==> src/rtl/div_iterative.sv <==
// Multicycle signed restoring divider: one quotient bit per clock, quotient truncated toward zero.
// Divide-by-zero finishes early; the single overflow case finishes at full latency.
module div_iterative #(
  parameter int WIDTH = 32,
  parameter int CNT_W = 6
) (
  input  logic             clock,
  input  logic             reset,
  input  logic             ctrl_DIV,
  input  logic [WIDTH-1:0] data_operandA,
  input  logic [WIDTH-1:0] data_operandB,
  output logic [WIDTH-1:0] data_result,
  output logic             data_exception,
  output logic             data_resultRDY,
  output logic             busy
);

  localparam logic [WIDTH-1:0] ONE     = {{(WIDTH-1){1'b0}}, 1'b1};
  localparam logic [WIDTH-1:0] MIN_VAL = {1'b1, {(WIDTH-1){1'b0}}};
  localparam logic [CNT_W-1:0] LAST    = CNT_W'(WIDTH - 1);

  typedef enum logic [1:0] {IDLE, BUSY, DONE} state_t;

  state_t state, state_nxt;

  logic signed [WIDTH-1:0] opa_s, opb_s;
  logic [WIDTH-1:0] rem, quo, mag_b;
  logic [WIDTH-1:0] rem_sh, quo_sh, rem_nxt, quo_nxt;
  logic             neg, ovf, fits, last, div0;
  logic [CNT_W-1:0] cnt;

  // The most negative value maps to 2^(WIDTH-1), which is representable unsigned.
  function automatic logic [WIDTH-1:0] magnitude(input logic signed [WIDTH-1:0] v);
    logic [WIDTH-1:0] u;
    u = v;
    return u[WIDTH-1] ? (~u + ONE) : u;
  endfunction

  function automatic logic [WIDTH-1:0] apply_sign(input logic [WIDTH-1:0] mag, input logic negate);
    return negate ? (~mag + ONE) : mag;
  endfunction

  assign opa_s = data_operandA;
  assign opb_s = data_operandB;

  // rem stays below |B| <= 2^(WIDTH-1), so its MSB is always zero before the shift.
  always_comb begin
    rem_sh  = {rem[WIDTH-2:0], quo[WIDTH-1]};
    quo_sh  = {quo[WIDTH-2:0], 1'b0};
    fits    = (rem_sh >= mag_b);
    rem_nxt = fits ? (rem_sh - mag_b) : rem_sh;
    quo_nxt = {quo_sh[WIDTH-1:1], fits};
    last    = (cnt == LAST);
    div0    = (mag_b == '0);
  end

  always_ff @(posedge clock or posedge reset) begin
    if (reset) state <= IDLE;
    else       state <= state_nxt;
  end

  always_comb begin
    state_nxt      = state;
    busy           = 1'b0;
    data_resultRDY = 1'b0;
    case (state)
      IDLE: if (ctrl_DIV) state_nxt = BUSY;
      BUSY: begin
        busy = 1'b1;
        if (ctrl_DIV)          state_nxt = BUSY;
        else if (div0 || last) state_nxt = DONE;
      end
      DONE: begin
        data_resultRDY = 1'b1;
        state_nxt      = ctrl_DIV ? BUSY : IDLE;
      end
      default: state_nxt = IDLE;
    endcase
  end

  // A start pulse in any state reloads operands, which also aborts a running division.
  always_ff @(posedge clock or posedge reset) begin
    if (reset) begin
      rem            <= '0;
      quo            <= '0;
      mag_b          <= '0;
      neg            <= 1'b0;
      ovf            <= 1'b0;
      cnt            <= '0;
      data_result    <= '0;
      data_exception <= 1'b0;
    end else if (ctrl_DIV) begin
      rem            <= '0;
      quo            <= magnitude(opa_s);
      mag_b          <= magnitude(opb_s);
      neg            <= opa_s[WIDTH-1] ^ opb_s[WIDTH-1];
      ovf            <= (data_operandA == MIN_VAL) && (data_operandB == '1);
      cnt            <= '0;
      data_exception <= 1'b0;
    end else if (state == BUSY) begin
      if (div0) begin
        data_result    <= '0;
        data_exception <= 1'b1;
      end else begin
        rem <= rem_nxt;
        quo <= quo_nxt;
        cnt <= cnt + CNT_W'(1);
        if (last) begin
          data_result    <= apply_sign(quo_nxt, neg);
          data_exception <= ovf;
        end
      end
    end
  end

endmodule
==> config.mk <==
export PLATFORM = sky130hd
export DESIGN_NAME = div_iterative
export DESIGN_NICKNAME = d
export VERILOG_FILES = /design/src/rtl/div_iterative.sv
export SDC_FILE = /design/constraint.sdc
export NUM_CORES = 1
export LEC_CHECK = 0
export BUFFER_PORTS_ARGS = -buffer_cell sky130_fd_sc_hd__buf_2
export CORE_MARGIN = 2
export CORE_UTILIZATION = 55
export DETAILED_ROUTE_END_ITERATION = 8
export GPL_ROUTABILITY_DRIVEN = 0
export GPL_TIMING_DRIVEN = 0
export HOLD_SLACK_MARGIN = 0.1
export PLACE_DENSITY_LB_ADDON = 0.3
export SKIP_CTS_REPAIR_TIMING = 1
export SLEW_MARGIN = 30
export SYNTH_ARGS = -nofsm -noshare
export SYNTH_HDL_FRONTEND = slang
export SYNTH_SLANG_ARGS = --single-unit
==> constraint.sdc <==
create_clock -name clock -period 13.5 [get_ports clock]
set_clock_uncertainty 0.05 [all_clocks]
set_input_delay 2.7 -clock clock [delete_from_list [all_inputs] [get_ports clock]]
set_output_delay 2.7 -clock clock [all_outputs]
set_load 0.05 [all_outputs]
# Word-level counts from Yosys, hierarchy flattened
# Index checks and enable logic that the tools add are counted.
# Widths: inputs -> output; s select.
dict set report totals {
  reg_bits 138
  out_inout_bits 35
  elab_cells 65
}
dict set report classes {
  addsub 5
  magnitude_cmp 1
  n_eq_ne 8
  mux 26
  n_bitwise 5
  n_reduce_logical 11
}
# op count
set op_table {}
lappend op_table {{$mux 32} 8}
lappend op_table {{$mux 31} 4}
lappend op_table {{$add 32x1->32 const B} 3}
lappend op_table {{$not 32->32} 3}
lappend op_table {{$eq 32x32->1 const B} 2}
lappend op_table {{$ge 32x32->1} 1}
lappend op_table {{$logic_not 32->1} 1}
lappend op_table {{$sub 31x31->31} 1}
lappend op_table {{$mux 6} 3}
lappend op_table {{$mux 1} 7}
lappend op_table {{$add 6x1->6 const B} 1}
lappend op_table {{$eq 6x5->1 const B} 1}
lappend op_table {{$mux 2} 3}
lappend op_table {{$pmux 2 s3} 1}
lappend op_table {{$reduce_and 2->1} 3}
lappend op_table {{$ne 2x2->1 const B} 2}
lappend op_table {{$reduce_bool 2->1} 2}
lappend op_table {{$ne 3x3->1 const B} 1}
lappend op_table {{$reduce_and 3->1} 1}
lappend op_table {{$reduce_bool 3->1} 1}
lappend op_table {{$eq 2x1->1 const B} 1}
lappend op_table {{$eq 2x2->1 const B} 1}
lappend op_table {{$logic_not 2->1} 1}
lappend op_table {{$logic_and 1x1->1} 1}
lappend op_table {{3 further kinds} 3}

# Longest topological paths before layout
dict set report depth {
  ltp_word 6
  depth_mapped 19
  ltp_nobuf 18
}

# Least setup slack after synthesis
# OpenSTA, ideal clock, no wires.
dict set report synth_path {
  path_type {input port to flip-flop}
  start {input data_operandB[8]}
  end {register mag_b[29]}
  setup_ns 0.137
  t_arrival_ns 5.055
  required_ns 13.313
  path_slack_ns 8.258
  cell_stages 8
  path_cell_list {or4_4 or3_4 or3_4 nand2b_4 or4_4 o31ai_2 xor2_1 a21oi_1}
}
dict set report synth_via {
  elab_chain_len 3
}
# element line_no
set synth_rtl {}
lappend synth_rtl {{start, declared} 11} ;# input logic [WIDTH-1:0] data_operandB,
lappend synth_rtl {{$not 32->32} 36} ;# return u[WIDTH-1] ? (~u + ONE) : u;
lappend synth_rtl {{$add 32x1->32} 36}
lappend synth_rtl {{$mux 32} 36}
lappend synth_rtl {{end signal, assigned} 95} ;# mag_b <= magnitude(opb_s);
lappend synth_rtl {{end, declared} 27} ;# logic [WIDTH-1:0] rem, quo, mag_b;
# No other way between the ends.
# A chain may end at the register's enable or synchronous reset.

# Worst setup path in the final report
dict set report layout_path {
  start {input data_operandA[6]}
  end {register quo[21]}
}
dict set report layout_via {
  elab_chain_len 4
}
# element line_no
set layout_rtl {}
lappend layout_rtl {{start, declared} 10} ;# input logic [WIDTH-1:0] data_operandA,
lappend layout_rtl {{$not 32->32} 36}
lappend layout_rtl {{$add 32x1->32} 36}
lappend layout_rtl {{$mux 32} 36}
lappend layout_rtl {{$mux 32} 92} ;# end else if (ctrl_DIV) begin
lappend layout_rtl {{end signal, assigned} 94} ;# quo <= magnitude(opa_s);
lappend layout_rtl {{end signal, assigned} 106} ;# quo <= quo_nxt;
lappend layout_rtl {{end, declared} 27}
# No other way between the ends.

==> run metrics <==
outcome complete, no violations; Ys Warns 0; CTS root buf clkbuf_16; row cnt 48; iteration-0 DRC count of the detailed router 709; VDD IR-drop max 0.000114 V; Clock Latency Late Sink 0.44 ns; met2 WL 12900 µm; setup TNS 0 ns; Initial Utilization 55.7%; Max Cap Viol 0; RSZ-0062 raised after global routing false; DR pass1 iterations 5; syn nets 1249; Post-route DRC 0; critical path required time 13.74 ns; Max Clk Rate 192 MHz; Cell Area, Synth 9530 µm²; Final period util 38.5%; I/O pins 102; post-route ant nets 0; final slew viol count 0; Worst setup SP type primary input; Vias per Instance 6.06; Post-Route M1 WL 11500 µm; die area 18400 µm²; vias in the first global route 8612; Syn Inst Count 1144; synthesized area per cell 8.33 µm²; final setup vio count 0; CP Class primary input to flop; wire length on met3 1700 µm; register bit total from synthesis 138; Core ar. 17100 µm²; crit end category flop; largest net degree at the start of global routing 84; first-pass GRT wire length 43500 µm; share of the synthesized area in the top cell type 36.2%; TritonCTS buffer count 17; clk sinks 138; CP Max Fanout 7; Post-synth EDFFs 0; Die Y 136 µm; Layout area overhead 15.1%; Core Util, Final 64.1%; Worst EP arrival 5.44 ns; die width 136 µm; leading area contributor after synthesis dfrtp_1; WL per Instance 18.1 µm; Leakage 5.08 nW; Cell variety after synth 64; reg-to-reg slack, setup 8.39 ns; H-tree depth 4; layout cells sized above 1 11.4%; DR top layer met4; GRT Util Overall 30.3%; Hold Fails Final Rpt 0; sequential fraction of the synthesis area 36.2%; Synth area leaders dfrtp_1, nand2_1, xor2_1; worst hold slack 0.422 ns; clk buf depth 2; Worst slew margin 39.3%; clock transition at the registers of the reported paths 0.06 ns; Port Buf Inserts 100; initial antenna violation count 0; ys async rst share 100%; GRT overflow 0; vias post-DR 9095; min cycle time layout 5.20 ns; Worst Max-Slew Pin Slew 0.903 ns; nets 1369; routed wire length 27200 µm; # diodes 0; Most used DFF post-synth dfrtp_1; Final HPWL DP 20300 µm; Tightest Hold Check Type flop to flop; CTS tree done; Pwr Density 147 nW/µm²
[critical path, stage by stage]
cell and delay [ns]:
buf_2 0.11, or4_1 0.61, nor4_2 0.21, and2b_1 0.21, nand2b_1 0.10, nand2b_1 0.19
or4_1 0.43, clkbuf_1 0.24, o41ai_1 0.35, xor2_1 0.21, a21oi_1 0.09
[worst paths after layout]
check / from / endpoint / cells after the start
setup / recovery: data_operandA[6] / quo[21] / 11
hold / removal: data_result[14] / data_result[14] / 2
setup reg to reg: mag_b[2] / data_result[28] / 18
hold reg to reg: data_result[14] / data_result[14] / 2
max in group asynchronous: reset / rem[29] / 3
min in group asynchronous: reset / data_result[6] / 2
[metal layers]
metal	up-vias	track usage (%)
li1	4338	-
met1	4299	38.6
met2	380	50.5
met3	78	4.79
met4	0	14.1
met5	-	0
[layout make-up]
cell class              count  area (µm²)
flip-flops and latches    138        3450
well taps                 225         282
fillers                  1521        6140
repair buffers            101         528
multi-input cells         885        5620
plain buffers              64         240
clock buffers              19         433
clock inverters            13         190
inverters                  57         221
[power breakdown]
group	total [mW]	switching (mW)	leakage (nW)	internal [mW]
Combinational	0.577	0.360	3.09	0.217
Sequential	0.537	0.0647	1.68	0.472
Clock	0.502	0.191	0.302	0.311
Total	1.62	0.615	5.08	1.00
[flip-flops by register name, indices dropped and copies added (netlist names)]
name and cells:
rem 31, cnt 6, data_result 32, mag_b 32, neg 1, state 2
quo 32, data_exception 1, ovf 1
[cell families (layout without fill, tap and decap cells)]
group / after synthesis / in the layout / share of synthesized area (%)
AOI/OAI and AO/OA: 322 / 322 / 21.3
xor gates and xnor gates: 114 / 114 / 10.5
DFF: 138 / 138 / 36.2
adders and majority gates: 38 / 38 / 5.07
muxes: 32 / 32 / 3.37
buffers and inverters: 121 / 254 / 4.76
and+or+nand+nor: 379 / 379 / 18.8
[cell usage in the layout (no fill, tap or decap), drive strengths merged, types with 5 or more instances in the layout]
cell	count
and2	7
o31ai	24
nand2	156
clkbuf	73
mux2i	31
nor3	12
ha	37
xnor2	50
nand2b	10
or4	11
nor2b	11
buf	111
xor2	64
inv	60
dfrtp	138
or3	19
a21o	12
nand4	18
nand3	16
o41ai	17
and3	7
nor2	85
o21a	7
a311oi	16
a21oi	86
nor4	16
clkinv	5
a211oi	14
o21ai	104
o211ai	8
[synthesized netlist by cell type, drive strengths merged (24+ instances only)]
cell type and number:
nand2 156, dfrtp 138, o21ai 104, a21oi 86, nor2 85, xor2 64
inv 57, clkbuf 54, xnor2 50, ha 37, mux2i 31, o31ai 24
[stage by stage]
step	setup WS, ns	instance area (µm²)	instances	power, mW
6_report	8.30	11000	1502	1.62
5_1_grt	7.89	11000	1502	1.70
4_1_cts	8.33	11000	1502	1.61
2_1_floorplan	7.05	9530	1144	0.949
3_3_place_gp	5.48	10300	1469	1.09
3_5_place_dp	7.91	10300	1470	1.10
Power figures use the tool's default switching activity.
